$ cat config.mk
export PLATFORM = sky130hd
export DESIGN_NAME = control_principal_multiciclo
export DESIGN_NICKNAME = d
export VERILOG_FILES = /design/src/rtl/control_principal_multiciclo.sv
export SDC_FILE = /design/constraint.sdc
export NUM_CORES = 1
export LEC_CHECK = 0
export ABC_CLOCK_PERIOD_IN_PS = 2300
export CAP_MARGIN = 10
export CORE_ASPECT_RATIO = 0.75
export CORE_UTILIZATION = 49
export DETAILED_ROUTE_END_ITERATION = 12
export GPL_TIMING_DRIVEN = 1
export PLACE_DENSITY_LB_ADDON = 0.05
export SLEW_MARGIN = 20
export SYNTH_ARGS = -nofsm -noshare
export SYNTH_HDL_FRONTEND = slang
export SYNTH_SLANG_ARGS = --single-unit
$ cat constraint.sdc
create_clock -name i_clk -period 2.3 [get_ports i_clk]
set_input_delay 0.345 -clock i_clk [delete_from_list [all_inputs] [get_ports i_clk]]
set_output_delay 0.345 -clock i_clk [all_outputs]
set_load 0.05 [all_outputs]
$ cat src/rtl/control_principal_multiciclo.sv
// rtl/control_principal_multiciclo.sv - multicycle MIPS main control unit (Moore FSM)
//
// Purpose:
//   Sequences the multicycle datapath through fetch, decode, execute, memory
//   and writeback steps. It decodes the opcode held in the instruction
//   register, waits on a memory-ready handshake and counts retired
//   instructions.
//
// Ports:
//   i_clk          clock, rising edge
//   i_reset        synchronous, active-high reset
//   i_Opcode       IR[31:26]
//   i_MemReady     memory finished the current read/write this cycle
//   o_PCWrite      unconditional PC write
//   o_PCWriteCond  PC write if ALU zero
//   o_IorD         memory address select (0 = PC, 1 = ALUOut)
//   o_MemRead      memory read request
//   o_MemWrite     memory write request
//   o_MemtoReg     register write data select (1 = MDR)
//   o_IRWrite      instruction register load
//   o_PCSource     PC source (00 = ALU, 01 = ALUOut, 10 = jump target)
//   o_ALUOp        to ALU control (00 = add, 01 = sub, 10 = funct)
//   o_ALUSrcA      ALU A select (0 = PC, 1 = regA)
//   o_ALUSrcB      ALU B select (00 = regB, 01 = 4, 10 = imm, 11 = imm << 2)
//   o_RegWrite     register file write
//   o_RegDst       destination select (1 = rd, 0 = rt)
//   o_Illegal      unknown opcode seen in DECODE
//   o_State        current state register, for debug
//   o_InstrCount   retired-instruction count, wraps

module control_principal_multiciclo #(
  parameter int NBITSOP      = 6,
  parameter int NBITSCONTROL = 2,
  parameter int NBITSCNT     = 32
) (
  input  logic                    i_clk,
  input  logic                    i_reset,
  input  logic [NBITSOP-1:0]      i_Opcode,
  input  logic                    i_MemReady,
  output logic                    o_PCWrite,
  output logic                    o_PCWriteCond,
  output logic                    o_IorD,
  output logic                    o_MemRead,
  output logic                    o_MemWrite,
  output logic                    o_MemtoReg,
  output logic                    o_IRWrite,
  output logic [1:0]              o_PCSource,
  output logic [NBITSCONTROL-1:0] o_ALUOp,
  output logic                    o_ALUSrcA,
  output logic [1:0]              o_ALUSrcB,
  output logic                    o_RegWrite,
  output logic                    o_RegDst,
  output logic                    o_Illegal,
  output logic [3:0]              o_State,
  output logic [NBITSCNT-1:0]     o_InstrCount
);

  typedef enum logic [3:0] {
    FETCH    = 4'd0,
    DECODE   = 4'd1,
    MEMADDR  = 4'd2,
    MEMREAD  = 4'd3,
    MEMWB    = 4'd4,
    MEMWRITE = 4'd5,
    EXECUTE  = 4'd6,
    RTYPEWB  = 4'd7,
    BRANCH   = 4'd8,
    JUMP     = 4'd9
  } state_t;

  localparam logic [NBITSOP-1:0] OP_RTYPE = NBITSOP'(6'b000000);
  localparam logic [NBITSOP-1:0] OP_LW    = NBITSOP'(6'b100011);
  localparam logic [NBITSOP-1:0] OP_SW    = NBITSOP'(6'b101011);
  localparam logic [NBITSOP-1:0] OP_BEQ   = NBITSOP'(6'b000100);
  localparam logic [NBITSOP-1:0] OP_J     = NBITSOP'(6'b000010);

  localparam logic [NBITSCONTROL-1:0] ALU_ADD   = NBITSCONTROL'(2'b00);
  localparam logic [NBITSCONTROL-1:0] ALU_SUB   = NBITSCONTROL'(2'b01);
  localparam logic [NBITSCONTROL-1:0] ALU_FUNCT = NBITSCONTROL'(2'b10);

  // Per-state control word. is_fetch / is_decode mark the two states whose
  // outputs also depend on live inputs (ready handshake, opcode legality).
  typedef struct packed {
    logic                    pc_write;
    logic                    pc_write_cond;
    logic                    iord;
    logic                    mem_read;
    logic                    mem_write;
    logic                    mem_to_reg;
    logic                    ir_write;
    logic [1:0]              pc_source;
    logic [NBITSCONTROL-1:0] alu_op;
    logic                    alu_src_a;
    logic [1:0]              alu_src_b;
    logic                    reg_write;
    logic                    reg_dst;
    logic                    is_fetch;
    logic                    is_decode;
  } ctrl_t;

  function automatic ctrl_t decode_state(input state_t s);
    ctrl_t c;
    c = '0;
    case (s)
      FETCH: begin
        c.mem_read  = 1'b1;
        c.alu_src_b = 2'b01;
        c.alu_op    = ALU_ADD;
        c.ir_write  = 1'b1;
        c.pc_write  = 1'b1;
        c.is_fetch  = 1'b1;
      end
      DECODE: begin
        c.alu_src_b = 2'b11;
        c.alu_op    = ALU_ADD;
        c.is_decode = 1'b1;
      end
      MEMADDR: begin
        c.alu_src_a = 1'b1;
        c.alu_src_b = 2'b10;
        c.alu_op    = ALU_ADD;
      end
      MEMREAD: begin
        c.mem_read = 1'b1;
        c.iord     = 1'b1;
      end
      MEMWB: begin
        c.reg_write  = 1'b1;
        c.mem_to_reg = 1'b1;
      end
      MEMWRITE: begin
        c.mem_write = 1'b1;
        c.iord      = 1'b1;
      end
      EXECUTE: begin
        c.alu_src_a = 1'b1;
        c.alu_src_b = 2'b00;
        c.alu_op    = ALU_FUNCT;
      end
      RTYPEWB: begin
        c.reg_write = 1'b1;
        c.reg_dst   = 1'b1;
      end
      BRANCH: begin
        c.alu_src_a     = 1'b1;
        c.alu_src_b     = 2'b00;
        c.alu_op        = ALU_SUB;
        c.pc_write_cond = 1'b1;
        c.pc_source     = 2'b01;
      end
      JUMP: begin
        c.pc_write  = 1'b1;
        c.pc_source = 2'b10;
      end
      default: c = '0;
    endcase
    return c;
  endfunction

  state_t              state;
  state_t              next_state;
  ctrl_t               ctrl;
  logic [NBITSCNT-1:0] instr_count;
  logic                retire;
  logic                opcode_known;

  always_comb begin
    opcode_known = (i_Opcode == OP_RTYPE) || (i_Opcode == OP_LW) ||
                   (i_Opcode == OP_SW)    || (i_Opcode == OP_BEQ) ||
                   (i_Opcode == OP_J);
  end

  always_comb begin
    next_state = FETCH;
    retire     = 1'b0;
    case (state)
      FETCH:   next_state = i_MemReady ? DECODE : FETCH;
      DECODE: begin
        if (i_Opcode == OP_RTYPE)                         next_state = EXECUTE;
        else if ((i_Opcode == OP_LW) || (i_Opcode == OP_SW)) next_state = MEMADDR;
        else if (i_Opcode == OP_BEQ)                      next_state = BRANCH;
        else if (i_Opcode == OP_J)                        next_state = JUMP;
        else                                              next_state = FETCH;
      end
      // The IR only loads in FETCH, so the opcode is still valid here.
      MEMADDR: next_state = (i_Opcode == OP_SW) ? MEMWRITE : MEMREAD;
      MEMREAD: next_state = i_MemReady ? MEMWB : MEMREAD;
      MEMWRITE: begin
        next_state = i_MemReady ? FETCH : MEMWRITE;
        retire     = i_MemReady;
      end
      EXECUTE: next_state = RTYPEWB;
      MEMWB, RTYPEWB, BRANCH, JUMP: begin
        next_state = FETCH;
        retire     = 1'b1;
      end
      default: next_state = FETCH;
    endcase
  end

  // State, counter and the registered control word all move together; the
  // control word is precomputed from the next state so it lines up with it.
  always_ff @(posedge i_clk) begin
    if (i_reset) begin
      state       <= FETCH;
      ctrl        <= decode_state(FETCH);
      instr_count <= '0;
    end else begin
      state <= next_state;
      ctrl  <= decode_state(next_state);
      if (retire) begin
        instr_count <= instr_count + NBITSCNT'(1);
      end
    end
  end

  // Reset masks every control output. In FETCH the IR/PC load only happens
  // on the cycle memory delivers the instruction.
  always_comb begin
    o_PCWrite     = 1'b0;
    o_PCWriteCond = 1'b0;
    o_IorD        = 1'b0;
    o_MemRead     = 1'b0;
    o_MemWrite    = 1'b0;
    o_MemtoReg    = 1'b0;
    o_IRWrite     = 1'b0;
    o_PCSource    = 2'b00;
    o_ALUOp       = '0;
    o_ALUSrcA     = 1'b0;
    o_ALUSrcB     = 2'b00;
    o_RegWrite    = 1'b0;
    o_RegDst      = 1'b0;
    o_Illegal     = 1'b0;
    if (!i_reset) begin
      o_PCWrite     = ctrl.pc_write & (i_MemReady | ~ctrl.is_fetch);
      o_PCWriteCond = ctrl.pc_write_cond;
      o_IorD        = ctrl.iord;
      o_MemRead     = ctrl.mem_read;
      o_MemWrite    = ctrl.mem_write;
      o_MemtoReg    = ctrl.mem_to_reg;
      o_IRWrite     = ctrl.ir_write & i_MemReady;
      o_PCSource    = ctrl.pc_source;
      o_ALUOp       = ctrl.alu_op;
      o_ALUSrcA     = ctrl.alu_src_a;
      o_ALUSrcB     = ctrl.alu_src_b;
      o_RegWrite    = ctrl.reg_write;
      o_RegDst      = ctrl.reg_dst;
      o_Illegal     = ctrl.is_decode & ~opcode_known;
    end
  end

  assign o_State      = state;
  assign o_InstrCount = instr_count;

endmodule

==> reports/summary.md <==
Counting instances, the worst hold path has a depth of 2. The iteration count of the initial detailed-routing pass was 4; the area of the die was 0.00527 mm^2. In this run the tool buffered the top-level ports with 61 buffer cells. At the end of routability-driven placement, the weighted congestion stood at 0.852. The overall global routing resource usage is 0.220. The logs give 1960 ps for the data required time at the worst endpoint and 0 for the antenna violation net count after detailed routing.

The netlist uses 51 different library cells. For the number of global-route vias before repair, the log shows 1982. Setup total negative slack on the finished layout was measured at 0 ps. In this run the worst setup path terminates at o_State[1]. Overall power consumption after layout is estimated at 1690 uW. Clock-pin slew of the registers on the worst-case setup and hold paths: 100 ps. The total setup violations reported at the end of the flow is 0. The floorplan step defined a core boundary enclosing 0.00462 mm^2.

Measured in cells, the most critical reg-to-reg path has a length of 5. Sequential element share of the synthesized area: 0.419. The height of the die came out at 63.1 um. The power per standard cell area came out at 515 mW/mm^2. The run finished with clean final reports. The fraction of final layout cells with drive strength greater than 1 was 0.179. Clock tree synthesis selected as its root buffer the cell sky130_fd_sc_hd__clkbuf_8.

The initial standard-cell utilization of the core was 0.527. The final period demand of the worst path was 2080 ps. The critical path endpoint category was a primary output. The per-instance average area after synthesis is 8.62 um^2. Setup repair after global routing left no endpoint under its margin. In this run, synthesis inferred 0 flip-flops with an integrated enable.

The tools report the peak ir drop on the vdd network as 493 uV. In the routed design, unresolved DRC markers number 0. The tools report the source of the critical timing path as o_State[1]. The per-cell routed wire length works out to 13.6 um. The number of non-filler instances in the completed layout is 409, and the clock insertion delay at the later pin of the skew report is 310 ps. The worst register-to-register path ends at o_InstrCount[28]. The cell area after technology mapping was 0.00244 mm^2. The most used flip-flop cell after synthesis is sky130_fd_sc_hd__dfxtp_1. Die width: 83.5 um. Yosys printed 0 warnings. For the placed instance area, the log shows 0.00316 mm^2.

The tightest slew margin relative to the limit came out at 0.656. The static leakage was 0.00119 uW; the placed instance count was 401. The number of failing hold endpoints at the final stage was 0; the worst-margin pin slew was 514 ps. The critical path launch point type was a register. After legalization and detailed placement, the total HPWL measured 4.05 mm. The final design instance area without fill was 0.00328 mm^2. The number of max-slew violations in the final report is 0, and the wire length of the first global-routing pass is 9.38 mm.

Row generation in the floorplan step produced 21 rows. For this run, the top clock speed supported by timing is 0.481 GHz. TritonCTS built the clock tree.

The maximum buffer depth of the clock tree was 2; the highest fanout seen on the critical path was 11. Entering global routing, the biggest net connects 32 pins. Clock skew on the completed layout was measured at 9.63 ps.

The number of max-cap violations was 0. The total CTS buffers is 5. Detailed routing inserted a total of 2221 vias. The logs give 0.709 for the core occupancy in the finished layout and 2 for the number of levels the H-tree was split into. The area growth from synthesis to layout is 34.4%.

The clock net in this run drives a total of 51 sinks. The worst register-to-register path begins at o_State[3]. The starting DRC count in detailed routing came out at 171. The number of top-level pins is 62, and the total wirelength of the detailed-routed design is 5.56 mm. The net count reported at finish was 361; the number of post-CTS setup repair buffers was 0. The worst hold path belongs to the class input port to register. Number of antenna violations at the first check in global routing: 0.

Synthesis inferred 51 register bits. At the worst endpoint, the arrival time is 1730 ps. The post-synthesis async set-or-reset flop share was 0. 0 antenna diodes ended up in the layout. The run gives 0 as the cts-stage hold buffer count.

The start-to-end type of the worst setup path is register to primary output. For the post-synthesis cell count, the log shows 283. The part of the cycle the worst path needs was 0.903.

Summed over all layers, the global routing overflow is 0. Dividing the detail-routed via count by the number of cells gives 5.43. Synthesis produced a netlist with a net count of 293. Slack of the worst reg-to-reg path: 240 ps.
## cell families after synthesis
family,count (synthesis),share of synthesized area
AOI/OAI and AO/OA,33,0.0918
adders and majority gates,1,0.00513
buffers and inverters,26,0.0498
and+or+nand+nor,145,0.336
muxes,2,0.00872
DFF,51,0.419
xor gates and xnor gates,25,0.0898
## through the flow
step / setup slack, ps / hold slack, ps
after detailed placement: -40.2 / 487
after global placement: 8.10 / 480
after CTS: 226 / 472
after global routing: 116 / 518
after floorplan: -2.88 / 544
final: 223 / 468
## timing repair
item	4_1_cts	5_1_grt
hold endpoints to repair	0	0
endpoints found under the setup margin	0	1
gates resized for setup	0	1
## layout by cell type, fill, tap and decap left out, types with 2 or more instances in the layout
cell type	netlist	layout
sky130_fd_sc_hd__clkdlybuf4s50_1	0	43
sky130_fd_sc_hd__dfxtp_1	51	38
sky130_fd_sc_hd__buf_4	3	33
sky130_fd_sc_hd__nor2_1	32	32
sky130_fd_sc_hd__xnor2_1	22	22
sky130_fd_sc_hd__nand2_1	18	18
sky130_fd_sc_hd__nor2b_1	14	14
sky130_fd_sc_hd__dfxtp_2	0	13
sky130_fd_sc_hd__nor4_1	12	12
sky130_fd_sc_hd__nor3_1	10	10
sky130_fd_sc_hd__a21oi_1	10	10
sky130_fd_sc_hd__nand3_1	9	9
sky130_fd_sc_hd__inv_1	8	8
sky130_fd_sc_hd__nor3b_1	6	5
sky130_fd_sc_hd__or3_1	5	5
sky130_fd_sc_hd__nor4b_1	5	5
sky130_fd_sc_hd__clkbuf_8	0	5
sky130_fd_sc_hd__and4_1	4	4
sky130_fd_sc_hd__and3_1	4	4
sky130_fd_sc_hd__o21ai_0	4	4
sky130_fd_sc_hd__and2_1	4	4
sky130_fd_sc_hd__nand4_1	4	4
sky130_fd_sc_hd__o31ai_1	4	4
sky130_fd_sc_hd__a211oi_1	3	3
sky130_fd_sc_hd__nand2b_1	3	3
sky130_fd_sc_hd__xor2_1	3	3
sky130_fd_sc_hd__or4_1	3	3
sky130_fd_sc_hd__nor3b_2	1	2
sky130_fd_sc_hd__or2_1	2	2
sky130_fd_sc_hd__nand3b_1	2	2
sky130_fd_sc_hd__a31oi_1	2	2
sky130_fd_sc_hd__buf_12	0	2
## how the worst min path moves through the flow
stage / startpoint / end / slack (ps)
floorplan: i_MemReady / ctrl[4] / 540
global placement: o_InstrCount[29] / o_InstrCount[29] / 480
detailed placement: o_InstrCount[29] / o_InstrCount[29] / 490
CTS: i_reset / o_State[1] / 470
global route: i_reset / o_State[1] / 520
finish: i_reset / o_State[1] / 470
## power by group
| group | switching, uW | internal, uW | total (uW) |
|---|---|---|---|
| logic | 82.2 | 56.5 | 139 |
| clock network | 324 | 328 | 652 |
| registers | 5.29 | 891 | 897 |
| total | 411 | 1280 | 1690 |
## cells in the mapped netlist (all sizes together), types with 5 or more instances
cell	number	area (um^2)
nand2	18	67.6
dfxtp	51	1020
buf	8	53.8
inv	8	30.0
xnor2	22	193
nor2b	14	87.6
nor3b	7	57.6
nand4	5	37.5
or3	5	31.3
a21oi	10	50.1
nor4	12	75.1
nor4b	5	43.8
nor3	10	50.1
nand3	9	45.0
nor2	32	120
clkbuf	10	37.5
## per-layer routing
layer  vias to the layer above  routed length (um)  track usage
li1                       1122                   -            -
met1                      1017                2880        0.326
met2                        78                2250        0.319
met3                         4                 398       0.0459
met4                         0                  34       0.0699
met5                         -                   0            0
## critical path, cell delays in order, from the launching register on
cell	delay, ps
sky130_fd_sc_hd__dfxtp_1	400
sky130_fd_sc_hd__buf_4	200
sky130_fd_sc_hd__clkdlybuf4s50_1	820
## final cells by class
type / instances / area [um^2]
Clock buffer: 5 / 68.8
Tap cell: 57 / 71.3
Clock inverter: 3 / 46.3
Inverter: 8 / 30.0
Sequential cell: 51 / 1040
Timing Repair Buffer: 79 / 723
Fill cell: 374 / 1350
Multi-Input combinational cell: 206 / 1300
## state kept, by name, summed over array words and instances (netlist names)
register / cells
o_State: 4
o_InstrCount: 32
ctrl: 15
No activity file was read; power rests on OpenSTA's default activity.
